[src/rtl/systolic_pkg.sv]
// Shared definitions for the systolic array datapath: drain FSM encoding and width helpers.
package systolic_pkg;

  typedef enum logic [1:0] {
    IDLE  = 2'd0,
    DRAIN = 2'd1,
    DONE  = 2'd2
  } state_t;

  function automatic int RES_W(input int d_w);
    return 2 * d_w;
  endfunction

  // Index width that never collapses to zero bits for single-entry dimensions.
  function automatic int idx_w(input int n);
    return (n > 1) ? $clog2(n) : 1;
  endfunction

endpackage

[src/rtl/systolic_drain_if.sv]
// Result stream leaving the drain stage: data tagged with column and arrival index.
interface systolic_drain_if import systolic_pkg::*; #(
  parameter int D_W = 8,
  parameter int N   = 4,
  parameter int M   = 4
) ();

  logic [RES_W(D_W)-1:0] m_data;
  logic [idx_w(N)-1:0]   m_col;
  logic [idx_w(M)-1:0]   m_idx;
  logic                  m_valid;
  logic                  m_ready;

  modport master (output m_data, m_col, m_idx, m_valid, input m_ready);
  modport slave  (input m_data, m_col, m_idx, m_valid, output m_ready);

endinterface

[src/rtl/drain_fifo.sv]
// Per-column synchronous FIFO; a push into a full FIFO is taken only when it pops in the same cycle.
module drain_fifo #(
  parameter int W     = 16,
  parameter int DEPTH = 8
) (
  input  logic         clk,
  input  logic         rst,
  input  logic         push,
  input  logic [W-1:0] data,
  input  logic         pop,
  input  logic         flush,
  output logic [W-1:0] head,
  output logic         empty,
  output logic         full
);

  localparam int AW = $clog2(DEPTH);

  logic [W-1:0]  mem [DEPTH];
  logic [AW-1:0] wr_ptr, rd_ptr;
  logic [AW:0]   count;
  logic          do_push, do_pop;

  assign empty   = (count == '0);
  assign full    = (count == (AW+1)'(DEPTH));
  assign do_pop  = pop && !empty;
  assign do_push = push && (!full || do_pop);
  assign head    = mem[rd_ptr];

  always_ff @(posedge clk) begin
    if (rst || flush) begin
      wr_ptr <= '0;
      rd_ptr <= '0;
      count  <= '0;
    end else begin
      if (do_push) wr_ptr <= wr_ptr + 1'b1;
      if (do_pop)  rd_ptr <= rd_ptr + 1'b1;
      unique case ({do_push, do_pop})
        2'b10:   count <= count + 1'b1;
        2'b01:   count <= count - 1'b1;
        default: count <= count;
      endcase
    end
  end

  always_ff @(posedge clk) begin
    if (do_push) mem[wr_ptr] <= data;
  end

endmodule

[src/rtl/systolic_drain.sv]
// Captures the non-stallable column drain streams into FIFOs and re-emits one tile
// as a single column-major ready/valid stream.
module systolic_drain import systolic_pkg::*; #(
  parameter int D_W   = 8,
  parameter int N     = 4,
  parameter int M     = 4,
  parameter int DEPTH = 8
) (
  input  logic                      clk,
  input  logic                      rst,
  input  logic                      start,
  input  logic [N*RES_W(D_W)-1:0]   col_data,
  input  logic [N-1:0]              col_valid,
  systolic_drain_if.master          m,
  output logic                      busy,
  output logic                      done,
  output logic                      overflow,
  output logic                      stray
);

  localparam int RW = RES_W(D_W);
  localparam int CW = idx_w(N);
  localparam int KW = idx_w(M);

  state_t         state, state_nxt;
  logic [CW-1:0]  cc;
  logic [KW-1:0]  kk;
  logic [N-1:0]   push, pop, empty, full;
  logic [RW-1:0]  head [N];
  logic           arm, fire, kk_wrap, last;

  assign arm     = (state == IDLE) && start;
  assign fire    = m.m_valid && m.m_ready;
  assign kk_wrap = (kk == KW'(M-1));
  assign last    = kk_wrap && (cc == CW'(N-1));
  assign push    = (state == DRAIN) ? col_valid : '0;

  for (genvar c = 0; c < N; c++) begin : g_col
    assign pop[c] = fire && (cc == CW'(c));

    drain_fifo #(.W(RW), .DEPTH(DEPTH)) u_fifo (
      .clk   (clk),
      .rst   (rst),
      .push  (push[c]),
      .data  (col_data[c*RW +: RW]),
      .pop   (pop[c]),
      .flush (arm),
      .head  (head[c]),
      .empty (empty[c]),
      .full  (full[c])
    );
  end

  always_ff @(posedge clk) begin
    if (rst) state <= IDLE;
    else     state <= state_nxt;
  end

  always_comb begin
    state_nxt = state;
    unique case (state)
      IDLE:    if (start) state_nxt = DRAIN;
      DRAIN:   if (fire && last) state_nxt = DONE;
      DONE:    state_nxt = IDLE;
      default: state_nxt = IDLE;
    endcase
  end

  always_ff @(posedge clk) begin
    if (rst || arm) begin
      cc <= '0;
      kk <= '0;
    end else if (fire) begin
      if (kk_wrap) begin
        kk <= '0;
        cc <= (cc == CW'(N-1)) ? '0 : cc + 1'b1;
      end else begin
        kk <= kk + 1'b1;
      end
    end
  end

  // A word is lost only if its FIFO is full and not draining in the same cycle.
  always_ff @(posedge clk) begin
    if (rst || arm) begin
      overflow <= 1'b0;
      stray    <= 1'b0;
    end else begin
      overflow <= overflow | (|(push & full & ~pop));
      stray    <= stray | ((state != DRAIN) && (|col_valid));
    end
  end

  always_comb begin
    m.m_valid = (state == DRAIN) && !empty[cc];
    m.m_data  = m.m_valid ? head[cc] : '0;
    m.m_col   = cc;
    m.m_idx   = kk;
    busy      = (state == DRAIN);
    done      = (state == DONE);
  end

endmodule
[src/flat_wrapper.sv]
// flat-port wrapper written by rule: the top's interface ports become plain ports
module systolic_drain_flat import systolic_pkg::*;
#(
  parameter int D_W   = 8,
  parameter int N     = 4,
  parameter int M     = 4,
  parameter int DEPTH = 8
)
  (clk, rst, start, col_data, col_valid, busy, done, overflow, stray, m_m_data, m_m_col, m_m_idx, m_m_valid, m_m_ready);
  systolic_drain_if #(.D_W(D_W), .N(N), .M(M)) m_i ();
  input  logic clk;
  input  logic rst;
  input  logic start;
  input  logic [N*RES_W(D_W)-1:0] col_data;
  input  logic [N-1:0] col_valid;
  output logic busy;
  output logic done;
  output logic overflow;
  output logic stray;
  output wire logic [$bits(m_i.m_data)-1:0] m_m_data;
  output wire logic [$bits(m_i.m_col)-1:0] m_m_col;
  output wire logic [$bits(m_i.m_idx)-1:0] m_m_idx;
  output wire logic [$bits(m_i.m_valid)-1:0] m_m_valid;
  input wire logic [$bits(m_i.m_ready)-1:0] m_m_ready;
  assign m_m_data = m_i.m_data;
  assign m_m_col = m_i.m_col;
  assign m_m_idx = m_i.m_idx;
  assign m_m_valid = m_i.m_valid;
  assign m_i.m_ready = m_m_ready;
  systolic_drain #(.D_W(D_W), .N(N), .M(M), .DEPTH(DEPTH)) u_core (.clk(clk), .rst(rst), .start(start), .col_data(col_data), .col_valid(col_valid), .m(m_i), .busy(busy), .done(done), .overflow(overflow), .stray(stray));
endmodule
[config.mk]
export PLATFORM = sky130hd
export DESIGN_NAME = systolic_drain_flat
export DESIGN_NICKNAME = d
export VERILOG_FILES = /design/src/rtl/systolic_pkg.sv /design/src/rtl/systolic_drain_if.sv /design/src/rtl/drain_fifo.sv /design/src/rtl/systolic_drain.sv /design/src/flat_wrapper.sv
export SDC_FILE = /design/constraint.sdc
export NUM_CORES = 1
export LEC_CHECK = 0
export ABC_AREA = 0
export CAP_MARGIN = 0
export CORE_ASPECT_RATIO = 1.2
export CORE_UTILIZATION = 44
export DETAILED_ROUTE_END_ITERATION = 8
export PLACE_DENSITY = 0.64
export REMOVE_ABC_BUFFERS = 1
export SLEW_MARGIN = 25
export SYNTH_ARGS = -nofsm -noshare
export SYNTH_HDL_FRONTEND = slang
export SYNTH_SLANG_ARGS = --single-unit
[constraint.sdc]
create_clock -name clk -period 5.4 [get_ports clk]
set_clock_uncertainty 0.05 [all_clocks]
set_input_delay 1.08 -clock clk [delete_from_list [all_inputs] [get_ports clk]]
set_output_delay 1.08 -clock clk [all_outputs]
set_load 0.03 [all_outputs]
**After elaboration in Yosys (flattened, before gate mapping)**

Memory sizes are Yosys's and may differ from the RTL's. A register that Yosys moved wholly into a read port is not among the register bits.
Index checks and enable logic that the tools add are counted.

- Add/sub/neg operators: 18
- Multiply operators: 0
- Div/mod/pow operators: 0
- $lt $le $gt $ge: 2
- Equal/unequal tests: 21
- Shift-type cells: 0
- Muxes and demuxes: 32
- Bitwise logic cells: 6
- Reduce and logical (&&, ||, !) cells: 46

Operators by type and width:

| operator | number |
|---|---|
| 16-bit 2-to-1 mux | 3 |
| 16-bit binary-select mux with 2-bit select | 1 |
| 4-bit one-hot mux with 2 select lines | 4 |
| 3-bit by 1-bit adder with 3-bit output (second input constant) | 8 |
| 3-bit 2-to-1 mux | 8 |
| 1-bit logical AND | 18 |
| 4-bit by 1-bit adder with 4-bit output (second input constant) | 4 |
| 2-bit == test (second input constant) | 8 |
| 4-bit == test (second input constant) | 4 |
| 4-bit logical NOT | 4 |
| 4-bit by 1-bit subtractor with 4-bit output (second input constant) | 4 |
| 2-bit by 1-bit == test with 1-bit output (second input constant) | 6 |
| 1-bit logical NOT | 9 |
| 1-bit 2-to-1 mux | 9 |
| 4-bit AND | 2 |
| 2-bit 2-to-1 mux | 4 |
| 2-bit nonzero test | 4 |
| 4-bit OR reduction | 2 |
| 1-bit logical OR | 5 |
| 2-bit by 1-bit adder with 2-bit output (second input constant) | 2 |
| 2-bit logical NOT | 2 |
| 4-bit 2-to-1 mux | 1 |
| 2-bit by 1-bit inequality test with 1-bit output (second input constant) | 2 |
| 4-bit inverter | 1 |
| 8 further kinds | 10 |

- Register bits after elaboration: 48
- Bits in latches: 0
- Bits in writable memories: 512
- Bits in read-only memories: 0
- Input bits: 72
- Output and inout bits: 25
- Logic and storage cells: 146
- Memories: 4

Memory list:

| memory | depth | width | rd ports | clocked after memory_dff | write ports | RTL line | source |
|---|---|---|---|---|---|---|---|
| u_core.g_col[0].u_fifo.mem | 8 | 16 | 1 | 1 | 1 | drain_fifo.sv:19 | `logic [W-1:0] mem [DEPTH];` |
| u_core.g_col[1].u_fifo.mem | 8 | 16 | 1 | 1 | 1 | drain_fifo.sv:19 |  |
| u_core.g_col[2].u_fifo.mem | 8 | 16 | 1 | 1 | 1 | drain_fifo.sv:19 |  |
| u_core.g_col[3].u_fifo.mem | 8 | 16 | 1 | 1 | 1 | drain_fifo.sv:19 |  |

**Logic depth before layout (Yosys ltp)**

- Word-level depth: 12
- Mapped depth: 16
- Gate-level depth less buffers: 13

**Modules after synthesis**

Synthesis repeated with hierarchy kept, for this count alone.

- Cell total of the unflattened synthesis: 1191
- Area total of the unflattened synthesis: 23317.4 um2

Modules (own cells, without submodules):

| module | instances | cells each | area an instance (um2) | seq. area each (um2) |
|---|---|---|---|---|
| drain_fifo | 4 | 270 | 5545.3 | 4103.9 |
| systolic_drain | 1 | 111 | 1136.1 | 160.2 |

**Worst setup path after synthesis**

OpenSTA, ideal clock, no wires.

- Path kind: reg-to-reg
- Start: register u_core.cc[0], in the netlist u_core.m.m_col[0]
- End: memory u_core.g_col[1].u_fifo.mem[1][0] (enable)
- Library setup time: 0.436 ns
- Data arrival time: 3.692 ns
- Required time: 4.914 ns
- Path slack: 1.222 ns
- Stages on the path, launching flop included: 9
- Path buffers: 2
- Clock period less this slack: 4.178 ns
- Cell sequence: dfxtp_1 > buf_2 > nor2_1 > and3_1 > or4_4 > buf_6 > nand3_1 > nand2_1 > nor4b_1

- Longest elaborated chain between the ends: 11
- Elaborated cells on any way between the ends: 12
- Classes of those cells: eq/ne: 1; mux: 4; reduce/logical: 7

Ends and longest elaborated chain:

| element | RTL line | source |
|---|---|---|
| start: declaration | systolic_drain.sv:26 | `logic [CW-1:0] cc;` |
| start signal: assignment | systolic_drain.sv:76 | `cc <= (cc == CW'(N-1)) ? '0 : cc + 1'b1;` |
| 1-bit binary-select mux with 2-bit select | systolic_drain.sv:95 | `m.m_valid = (state == DRAIN) && !empty[cc];` |
| 1-bit 2-to-1 mux (implied by the code) | systolic_drain.sv:95 |  |
| 1-bit logical NOT | systolic_drain.sv:95 |  |
| 1-bit logical AND | systolic_drain.sv:95 |  |
| 1-bit logical AND | systolic_drain.sv:33 | `assign fire = m.m_valid && m.m_ready;` |
| 1-bit logical AND * | systolic_drain.sv:39 | `assign pop[c] = fire && (cc == CW'(c));` |
| 1-bit logical AND * | drain_fifo.sv:26 | `assign do_pop = pop && !empty;` |
| 1-bit logical OR * | drain_fifo.sv:27 | `assign do_push = push && (!full \|\| do_pop);` |
| 1-bit logical AND * | drain_fifo.sv:27 |  |
| 1-bit 2-to-1 mux * | drain_fifo.sv:47 | `if (do_push) mem[wr_ptr] <= data;` |
| 1-bit 2-to-1 mux (implied by the code) * | drain_fifo.sv:47 |  |
| end: declaration | drain_fifo.sv:19 |  |

Mark *: on every way between the ends. The rest lies on a longest branch, timed or not. The select of a mux whose other input is x is not followed.

**Worst setup path in the final report**

- Start: register u_core.cc[1], in the netlist u_core.m.m_col[1]
- End: output port m_m_data[4]

- Longest elaborated chain between the ends: 5
- Elaborated cells on any way between the ends: 9
- Classes of those cells: mux: 6; bitwise: 1; reduce/logical: 2

Ends and longest elaborated chain:

| element | RTL line | source |
|---|---|---|
| 2-bit inverter with 3-bit output (implied by the code) or 1-bit binary-select mux with 2-bit select (tied branches) | systolic_drain.sv:96, systolic_drain.sv:95 |  |
| 16-bit binary-select mux with 2-bit select or 1-bit 2-to-1 mux (tied branches) | systolic_drain.sv:96, systolic_drain.sv:95 |  |
| 16-bit 2-to-1 mux (implied by the code) or 1-bit logical NOT (tied branches) | systolic_drain.sv:96, systolic_drain.sv:95 |  |
| 16-bit 2-to-1 mux (implied by the code) or 1-bit logical AND (tied branches) | systolic_drain.sv:96, systolic_drain.sv:95 |  |
| 16-bit 2-to-1 mux * | systolic_drain.sv:96 | `m.m_data = m.m_valid ? head[cc] : '0;` |
| end: declaration | flat_wrapper.sv:20 | `output wire logic [$bits(m_i.m_data)-1:0] m_m_data;` |

Marks and branches as above.

==> impl_metrics.yaml <==
power:
  vdd_drop_max_mv: 0.2565
  p_per_area_nw_per_um2: 328.0
  p_sw_frac: 0.1996
  pwr-share-comb: 0.028
  clockPowerShare: 0.414
  p_leak_uw: 0.008156
  intPower_uw: 6968
  p_seq_frac: 0.558
  p_sw_uw: 1738
drt:
  drt-total-wl_um: 47430
  ant_nets: 0
  drtIter0Drc: 701
  dr.pass1.iters: 5
  viasPerCell: 5.477
  vias: 11610
  drcViolationCount: 0
  wire_per_inst_um: 22.38
setup_path:
  crit_type: "register to output port"
  slowest_stage: "clkdlybuf4s50_1"
  arrival_ps: 3800
  path_cells: "or3b_2, o32ai_4, nor3_2, nand2_1, o22ai_1, clkdlybuf4s50_1"
  end_kind: "output port"
  crit_path_start_kind: "register"
  cpPeakStageDelay_ps: 750
  crit_fanout: 16
  required_ps: 4270
die:
  dieArea_um2: 52760
  coreArea_um2: 51350
  rows: 91
  start_util: 0.4442
  io_pins: 97
  die_x_um: 209.9
  die_h_um: 251.4
global_routing:
  grt_start_max_net_pins: 62
  grt_pass1_wl_um: 71670
  antenna_found_initial: 6
  grt_pass1_vias: 11920
  grt_usage: 0.1826
  grt-ovfl-total: 0
synthesis:
  seq_area_frac_synth: 0.7267
  synth_area_leaders: "edfxtp_1, mux4_2, dfxtp_1, mux2i_1, mux2_2"
  netlist_instances: 1244
  ys_ff_latch: 572
  synth-edff-count: 512
  synth_top_cell_area_share: 0.6740
  yosysTopAreaCell: "edfxtp_1"
  syn_area_per_cell_um2: 18.34
  post_synth_num_cell_types: 60
  yosys_warnings: 0
  synthArstFlopShare: 0
  syn_area_um2: 22810
  ys.flop_type: "edfxtp_1"
final_layout:
  design_area_um2: 26540
  area_growth_pct: 16.37
  drive_gt1_frac: 0.2261
  finalCoreUtilization: 0.5169
  fin_nets: 1469
timing:
  hold_viol: 0
  maxSlewViolCount: 0
  slew_headroom: 0.3420
  finalCriticalPeriod_ps: 4928
  tightestPinTransition_ps: 977.9
  rsz0062_at_grt: "no"
  setup_viol: 0
  fmax_mhz: 202.9
  fin_ws_ps: 472.3
  post-route-period-util: 0.9125
  finalSetupTns_ps: 0
clock_network:
  clkLatencyLatePin_ps: 600
  worst_setup_hold_path_clk_slew_ps: 60
  cts_setup_buffers: 0
  cts-root-buf: "clkbuf_16"
  cts_max_path_buffers: 3
  holdBufCountCts: 0
  cts_htree_levels: 2
  numCtsBuffers: 54
  cts_resized: 0
  cts_sinks: 572
  cts_tree: "done"
run:
  maxCapViolCount: 0
placed_design:
  dp_slack_ps: 1090
  place.gp.congestion: 0.7855
  io_buffers: 96
  placed_cell_area_um2: 24880
  place_hpwl_um: 29400
outcome:
  status: "complete, no violations"
min_path:
  min_path_type: "register to register"
-- critical path, delay by kind of cell (launching register included) --
family,cells,cell delay [ps]
AOI/OAI and AO/OA,2,650
DFF,1,580
and+or+nand+nor,3,1210
buffers and inverters,1,750
-- metal layers --
layer | wire length [µm] | track usage | part of all wire | vias up
met5 | 44 | 0 | 0.00093 | -
met4 | 1441 | 0.07091 | 0.030 | 6
met3 | 2592 | 0.03796 | 0.055 | 77
met2 | 24220 | 0.3119 | 0.51 | 278
met1 | 19130 | 0.2285 | 0.40 | 5944
li1 | - | - | - | 5301
-- worst paths after layout --
| check | from | endpoint | slack, ps | cells after the start |
|---|---|---|---|---|
| setup / recovery | u_core.m.m_col[1] | m_m_data[4] | 470 | 6 |
| hold / removal | u_core.m.m_idx[1] | u_core.m.m_idx[1] | 440 | 2 |
| setup reg to reg | u_core.m.m_col[0] | u_core.g_col[1].u_fifo.count[2] | 1700 | 12 |
| hold reg to reg | u_core.m.m_idx[1] | u_core.m.m_idx[1] | 440 | 2 |
-- power groups by stage --
stage / Sequential [µW] / Combinational, µW / Clock (µW)
after floorplan: 4950 / 93.7 / 0
after global placement: 4950 / 240 / 0
after detailed placement: 4950 / 247 / 0
after CTS: 4860 / 247 / 3700
after global routing: 4860 / 265 / 3840
final: 4860 / 244 / 3600
-- sequential cells by signal, summed over array words and instances (netlist names), named ones only --
register / flops
u_core.g_col.u_fifo.count: 16
u_core.g_col.u_fifo.mem: 512
u_core.g_col.u_fifo.rd_ptr: 12
u_core.g_col.u_fifo.wr_ptr: 12
u_core.m.m_col: 2
u_core.m.m_idx: 2
u_core.overflow: 1
u_core.state: 2
u_core.stray: 1
-- metrics by stage --
| step | hold slack, ps | total power (µW) | cells |
|---|---|---|---|
| after detailed placement | 420.4 | 5200 | 2021 |
| after floorplan | 404.3 | 5047 | 1180 |
| after global placement | 416.2 | 5191 | 2021 |
| final | 436.1 | 8705 | 2119 |
| after global routing | 460.4 | 8962 | 2118 |
| after CTS | 441.4 | 8805 | 2117 |
-- kinds of logic after synthesis --
kind of cell / share of synthesized area
buf+inv: 0.01300
xor+xnor: 0.008447
flops: 0.7267
fa+ha+maj: 0.009325
mux: 0.1584
simple gates: 0.05205
compound gates: 0.03209
-- synthesized netlist by cell type (7+ instances only) --
library cell / n
a21oi_1: 40
buf_1: 8
buf_2: 17
clkbuf_1: 37
dfxtp_1: 60
edfxtp_1: 512
ha_1: 17
mux2_2: 32
mux2i_1: 37
mux4_2: 128
nand2_1: 68
nand3_1: 26
nor2_1: 73
nor3_1: 26
nor4_1: 7
o21ai_0: 25
o22ai_1: 16
xnor2_1: 15
xor2_1: 7
-- layout make-up --
type                       count  area, µm²
fill                        4168      24810
sequential                   572      16580
multi-input combinational    601       6061
clock buffer                  69       1438
timing repair buffer         144       1334
tap                          697      872.1
clock inverter                27      226.5
inverter                       7      26.28
antenna                        2      5.005
-- layout by cell type, fill, tap and decap left out, types with 5 or more instances in the layout --
| cell type | n |
|---|---|
| dfxtp_2 | 5 |
| o21ai_0 | 25 |
| ha_1 | 17 |
| nor3_1 | 12 |
| nor3_2 | 15 |
| nand3_1 | 26 |
| buf_4 | 47 |
| mux2i_1 | 37 |
| clkinv_2 | 9 |
| xor2_1 | 7 |
| dfxtp_1 | 55 |
| nor2_1 | 73 |
| o22ai_1 | 16 |
| edfxtp_1 | 512 |
| xnor2_1 | 15 |
| clkinv_1 | 12 |
| a31oi_1 | 5 |
| clkbuf_1 | 12 |
| nand4_1 | 5 |
| a21oi_1 | 40 |
| and3_1 | 6 |
| nor4_2 | 6 |
| nand2b_1 | 6 |
| mux2_2 | 32 |
| inv_1 | 6 |
| mux4_2 | 128 |
| clkdlybuf4s50_1 | 96 |
| clkbuf_16 | 54 |
| nand2_1 | 68 |
Power figures use the tool's default switching activity.
